--- src/rtl/wb_port_arbiter.sv ---
// rtl/wb_port_arbiter.sv - register-file write port arbiter between MEM/WB writeback and a long-latency unit
//
// Purpose:
//   The register file has a single write port. The in-order MEM/WB writeback (WB)
//   always wins it when it has an effective write. Long-latency unit (LU) results
//   are buffered in a small FIFO and drained whenever WB leaves the port free.
//   If WB keeps winning while the FIFO holds entries, a starvation counter forces
//   a one-cycle stall of the MEM/WB register so the FIFO head can be written.
//
// Ports:
//   clock          sole clock, rising edge
//   reset          asynchronous, active-low; clears all state
//   wb_regWrite    WB write request (effective only when wb_rd != 0)
//   wb_rd          WB destination register
//   wb_data        WB write data
//   lu_valid       LU result valid
//   lu_rd          LU destination register (0 = accepted and dropped)
//   lu_data        LU result data
//   lu_ready       FIFO can accept a result (= !full, combinational)
//   rf_write       register-file write enable (registered)
//   rf_write_reg   register-file write address (registered, holds when idle)
//   rf_write_data  register-file write data (registered, holds when idle)
//   stall          freeze the MEM/WB register this cycle (FORCE state)
//   fifo_count     number of buffered LU results

module wb_port_arbiter #(
    parameter int DATA_WIDTH   = 32,
    parameter int FIFO_DEPTH   = 2,
    parameter int STARVE_LIMIT = 4
) (
    input  logic                                 clock,
    input  logic                                 reset,
    input  logic                                 wb_regWrite,
    input  logic [4:0]                           wb_rd,
    input  logic [DATA_WIDTH-1:0]                wb_data,
    input  logic                                 lu_valid,
    input  logic [4:0]                           lu_rd,
    input  logic [DATA_WIDTH-1:0]                lu_data,
    output logic                                 lu_ready,
    output logic                                 rf_write,
    output logic [4:0]                           rf_write_reg,
    output logic [DATA_WIDTH-1:0]                rf_write_data,
    output logic                                 stall,
    output logic [$clog2(FIFO_DEPTH+1)-1:0]      fifo_count
);

    localparam int CNT_W = $clog2(FIFO_DEPTH + 1);
    localparam int PTR_W = (FIFO_DEPTH > 1) ? $clog2(FIFO_DEPTH) : 1;
    localparam int SW    = $clog2(STARVE_LIMIT + 1);

    localparam logic [1:0] ST_IDLE  = 2'd0;
    localparam logic [1:0] ST_PEND  = 2'd1;
    localparam logic [1:0] ST_FORCE = 2'd2;

    logic [1:0]            state, state_nxt;
    logic [SW-1:0]         starve, starve_nxt;
    logic [CNT_W-1:0]      count;
    logic [PTR_W-1:0]      wr_ptr, rd_ptr;

    logic [4:0]            mem_rd   [FIFO_DEPTH];
    logic [DATA_WIDTH-1:0] mem_data [FIFO_DEPTH];

    logic                  full;
    logic                  wb_eff;
    logic                  accept;
    logic                  push;
    logic                  pop;
    logic                  sel_wb;
    logic                  sel_lu;
    logic                  last_entry;

    function automatic logic [PTR_W-1:0] ptr_inc(input logic [PTR_W-1:0] p);
        if (p == PTR_W'(FIFO_DEPTH - 1)) begin
            return '0;
        end
        return p + 1'b1;
    endfunction

    assign full       = (count == CNT_W'(FIFO_DEPTH));
    assign lu_ready   = !full;
    assign wb_eff     = wb_regWrite && (wb_rd != 5'd0);
    assign accept     = lu_valid && lu_ready;
    // A result for x0 is consumed from the LU but never occupies a slot.
    assign push       = accept && (lu_rd != 5'd0);
    // The pop about to happen empties the FIFO unless a push refills it.
    assign last_entry = (count == CNT_W'(1)) && !push;
    assign stall      = (state == ST_FORCE);
    assign fifo_count = count;

    always_comb begin
        state_nxt  = state;
        starve_nxt = starve;
        pop        = 1'b0;
        sel_wb     = 1'b0;
        sel_lu     = 1'b0;
        case (state)
            ST_IDLE: begin
                sel_wb     = wb_eff;
                starve_nxt = '0;
                if (push) begin
                    state_nxt = ST_PEND;
                end
            end
            ST_PEND: begin
                if (wb_eff) begin
                    sel_wb     = 1'b1;
                    starve_nxt = starve + 1'b1;
                    if (starve_nxt == SW'(STARVE_LIMIT)) begin
                        state_nxt = ST_FORCE;
                    end
                end else begin
                    pop        = 1'b1;
                    sel_lu     = 1'b1;
                    starve_nxt = '0;
                    if (last_entry) begin
                        state_nxt = ST_IDLE;
                    end
                end
            end
            ST_FORCE: begin
                // WB is frozen this cycle and will re-present its write next cycle.
                pop        = 1'b1;
                sel_lu     = 1'b1;
                starve_nxt = '0;
                state_nxt  = last_entry ? ST_IDLE : ST_PEND;
            end
            default: begin
                state_nxt  = ST_IDLE;
                starve_nxt = '0;
            end
        endcase
    end

    always_ff @(posedge clock or negedge reset) begin
        if (!reset) begin
            state  <= ST_IDLE;
            starve <= '0;
            count  <= '0;
            wr_ptr <= '0;
            rd_ptr <= '0;
        end else begin
            state  <= state_nxt;
            starve <= starve_nxt;
            if (push) begin
                wr_ptr <= ptr_inc(wr_ptr);
            end
            if (pop) begin
                rd_ptr <= ptr_inc(rd_ptr);
            end
            case ({push, pop})
                2'b10:   count <= count + 1'b1;
                2'b01:   count <= count - 1'b1;
                default: count <= count;
            endcase
        end
    end

    // Storage needs no reset: the pointers and count define which slots are live.
    always_ff @(posedge clock) begin
        if (push) begin
            mem_rd[wr_ptr]   <= lu_rd;
            mem_data[wr_ptr] <= lu_data;
        end
    end

    always_ff @(posedge clock or negedge reset) begin
        if (!reset) begin
            rf_write      <= 1'b0;
            rf_write_reg  <= '0;
            rf_write_data <= '0;
        end else if (sel_wb) begin
            rf_write      <= 1'b1;
            rf_write_reg  <= wb_rd;
            rf_write_data <= wb_data;
        end else if (sel_lu) begin
            rf_write      <= 1'b1;
            rf_write_reg  <= mem_rd[rd_ptr];
            rf_write_data <= mem_data[rd_ptr];
        end else begin
            rf_write      <= 1'b0;
        end
    end

endmodule

--- config.mk ---
export PLATFORM = sky130hd
export DESIGN_NAME = wb_port_arbiter
export DESIGN_NICKNAME = d
export VERILOG_FILES = /design/src/rtl/wb_port_arbiter.sv
export SDC_FILE = /design/constraint.sdc
export NUM_CORES = 1
export LEC_CHECK = 0
export BUFFER_PORTS_ARGS = -buffer_cell sky130_fd_sc_hd__buf_2
export CAP_MARGIN = 30
export CORE_MARGIN = 4
export CORE_UTILIZATION = 57
export CTS_CLUSTER_DIAMETER = 150
export DETAILED_ROUTE_END_ITERATION = 8
export GPL_TIMING_DRIVEN = 0
export HOLD_SLACK_MARGIN = 0.12
export PLACE_DENSITY = 0.95
export RECOVER_POWER = 50
export SLEW_MARGIN = 20
export SYNTH_ARGS = -nofsm -noshare
export SYNTH_HDL_FRONTEND = slang
export SYNTH_SLANG_ARGS = --single-unit
--- constraint.sdc ---
create_clock -name clock -period 8.4 [get_ports clock]
set_clock_uncertainty 0.15 [all_clocks]
set_input_delay 1.68 -clock clock [delete_from_list [all_inputs] [get_ports clock]]
set_output_delay 1.68 -clock clock [all_outputs]
set_load 0.01 [all_outputs]
==> flow_summary.toml <==
[clock_network]
clkTransAtPathRegs_ns = 0.05
htreeDepth = 4
cts_setup_buffers = 0
holdBufCountCts = 0
numClockSinks = 121
cts_buffer_depth = 2
root_buffer = "clkbuf_8"
tritoncts = "done"
cts_resized = 0
cts-buffers-inserted = 17
worst_skew_pair.late_latency_ns = 0.50

[timing]
drv_slew = 67
final-setup-viol-count = 0
fmax_mhz = 271
finalCriticalPeriod_ns = 3.69
final_hold_viol_count = 0
rsz0062_at_grt = "no"
relSlewSlack_pct = -15.7
tns_ns = 0
worst_slew_pin_slew_ns = 1.73
period_share_pct = 43.9

[layout]
fillCellCount = 554
diodes = 0
final_cell_mix = "buf_2, nand2_1, o21ai_0, edfxtp_1, dfrtp_1"
area_delta_synth_final_pct = 26.3
largest_reg_flops = 64
regMostFlops = "mem_data"
layout.nets = 611
reg_top3 = "mem_data: 64 flops, rf_write_data: 32 flops, mem_rd: 10 flops"
drive_gt1_share_pct = 25.5
final_common_cell = "buf_2"

[power_and_ir_drop]
power_density_nw_per_um2 = 384
power.share.clock_pct = 29.1
power.leakage_uw = 0.00263
peakVddDrop_mv = 0.206
pwr-share-comb_pct = 32.3
swShare_pct = 33.5
switchingPower_uw = 802
internal_power_uw = 1590
p_total_uw = 2390
p_seq_share_pct = 38.7

[yosys]
synthTopCellsByArea = "edfxtp_1, dfrtp_1, o21ai_0"
async_flop_share_pct = 38.8
syn_nets = 470
netlist_instances = 383
synth-seq-area-share_pct = 68.8
synth-edff-count = 74
ys.flop_type = "edfxtp_1"
synth_top_area_share_pct = 45.0
yosysUniqueCellTypes = 31
yosys_register_bits = 121
synth.largest_area_cell = "edfxtp_1"
avgSynthCellArea_sq_um = 12.9
netlist_area_sq_um = 4940
yosysWarnings = 0

[setup_path]
crit_chain = "clkbuf_1, nor3_1, a21o_4, nor2_1, buf_16"
slowest_stage = "nor2_1"
crit_path_start_kind = "primary input"
cp_max_fo = 20
path_class = "in -> reg"
cp.required_ns = 8.45
cp.buffers_inverters = 2
worstPathArrival_ns = 3.74
cp-end-kind = "flip-flop"
crit_path_max_incr_delay_ns = 1.28
critPathTopFamily = "simple AND/OR/NAND/NOR gates"

[global_routing]
grt_max_degree = 31
antenna_found_initial = 0
grt_pass1_wl_mm = 17.9
grt_pass1_vias = 3725
grt_usage_pct = 23.5
grt_overflow = 0

[route]
drt_wl_total_mm = 11.6
drtPass1Iterations = 5
antenna_left = 0
dr_total_vias = 3578
vias_per_cell = 5.57
drc = 0
wire_per_inst_um = 18.0
drt_iter0_markers = 202

[outcome]
violations = "max-capacitance violations, max-slew violations"
status = "finished with violations"

[floorplan]
initial_core_util_pct = 59.2
io-pin-count = 120
core_sq_um = 8340
dieArea_sq_um = 10200
die_w_um = 101
rows = 33
die_y_um = 101

[min_path]
worstHoldPathType = "reg -> reg"

[flow_run]
maxCapViolations = 3

[placement]
place.gp.congestion = 0.776
port_buffers = 119
dpl.hpwl_mm = 7.95
## power by group through the flow
stage	Sequential (uW)	Combinational, uW	Clock [uW]
2_1_floorplan	968	431	0
3_3_place_gp	924	720	0
3_5_place_dp	932	779	0
4_1_cts	924	790	702
5_1_grt	941	850	728
6_report	925	772	695
## final timing paths
check	from	endpoint	slack (ns)	depth (start not counted)
min in group asynchronous	reset	rf_write_reg[0]$_DFFE_PN0P_	1.18	1
worst min register to register	starve[0]$_DFF_PN0_	starve[0]$_DFF_PN0_	0.35	1
max in group asynchronous	reset	rf_write_data[14]$_DFFE_PN0P_	4.81	2
worst max-delay path	lu_rd[1]	mem_data[0][6]$_DFFE_PP_	4.71	5
worst max register to register	fifo_count[0]$_DFFE_PN0P_	mem_data[0][6]$_DFFE_PP_	5.30	6
worst min-delay path	starve[0]$_DFF_PN0_	starve[0]$_DFF_PN0_	0.35	1
## cells in the mapped netlist, types with 2 or more instances
| library cell | count |
|---|---|
| buf_2 | 9 |
| ha_1 | 9 |
| xor2_1 | 2 |
| dfrtp_1 | 47 |
| a21oi_1 | 3 |
| edfxtp_1 | 74 |
| o21a_1 | 2 |
| nand2b_1 | 2 |
| o21ai_0 | 76 |
| inv_1 | 8 |
| clkbuf_1 | 6 |
| buf_4 | 4 |
| nor2_1 | 9 |
| mux2i_1 | 37 |
| xnor2_1 | 3 |
| nand2_1 | 76 |
| a22oi_1 | 2 |
## routing by layer
layer	part of all wire, %	global-route usage [%]	vias up	wire length (um)
li1	-	-	1642	-
met1	39	28.1	1753	4490
met2	52	40.0	160	6000
met3	7.1	4.64	23	826
met4	2.3	12.3	0	263
met5	0	0	-	0
## metrics by stage
| step | utilization, % | instance area [sq um] | hold WS (ns) | instances | setup WS [ns] |
|---|---|---|---|---|---|
| after detailed placement | 69.0 | 5760 | 0.318 | 610 | 5.07 |
| after floorplan | - | 4940 | 0.289 | 383 | 4.29 |
| after CTS | 75.9 | 6330 | 0.350 | 642 | 5.11 |
| final | 74.8 | 6240 | 0.347 | 642 | 4.71 |
| after global placement | 67.9 | 5670 | 0.299 | 607 | 3.34 |
| after global routing | 74.8 | 6240 | 0.361 | 642 | 4.24 |
## worst register-to-register path, delay by kind of cell (launching register included)
family / cells / cell delay (ns)
compound gates: 1 / 0.22
flops: 1 / 0.40
simple gates: 2 / 1.46
fa+ha+maj: 1 / 0.21
buf+inv: 2 / 0.35
## cells by family (layout without fill, tap and decap cells)
family                   after synthesis  after routing  share of synthesized area, %
multiplexers                          38             38                          7.80
flip-flops                           121            121                          68.8
adder cells (fa/ha/maj)                9              9                          2.28
buffers and inverters                 28            182                          2.68
AO/OA/AOI/OAI                         87             87                          9.47
XOR/XNOR                               5              5                         0.887
AND/OR/NAND/NOR                       95             95                          8.08
## area by class of cell
type / instances / area [sq um] / area share [%]
sequential: 121 / 3400 / 54.5
inverter: 8 / 30.0 / 0.481
clock inverter: 15 / 158 / 2.53
multi-input combinational: 234 / 1390 / 22.2
clock buffer: 17 / 414 / 6.64
timing repair buffer: 122 / 618 / 9.91
tap: 105 / 131 / 2.11
buffer: 20 / 101 / 1.62
(Power assumes the default switching activity.)
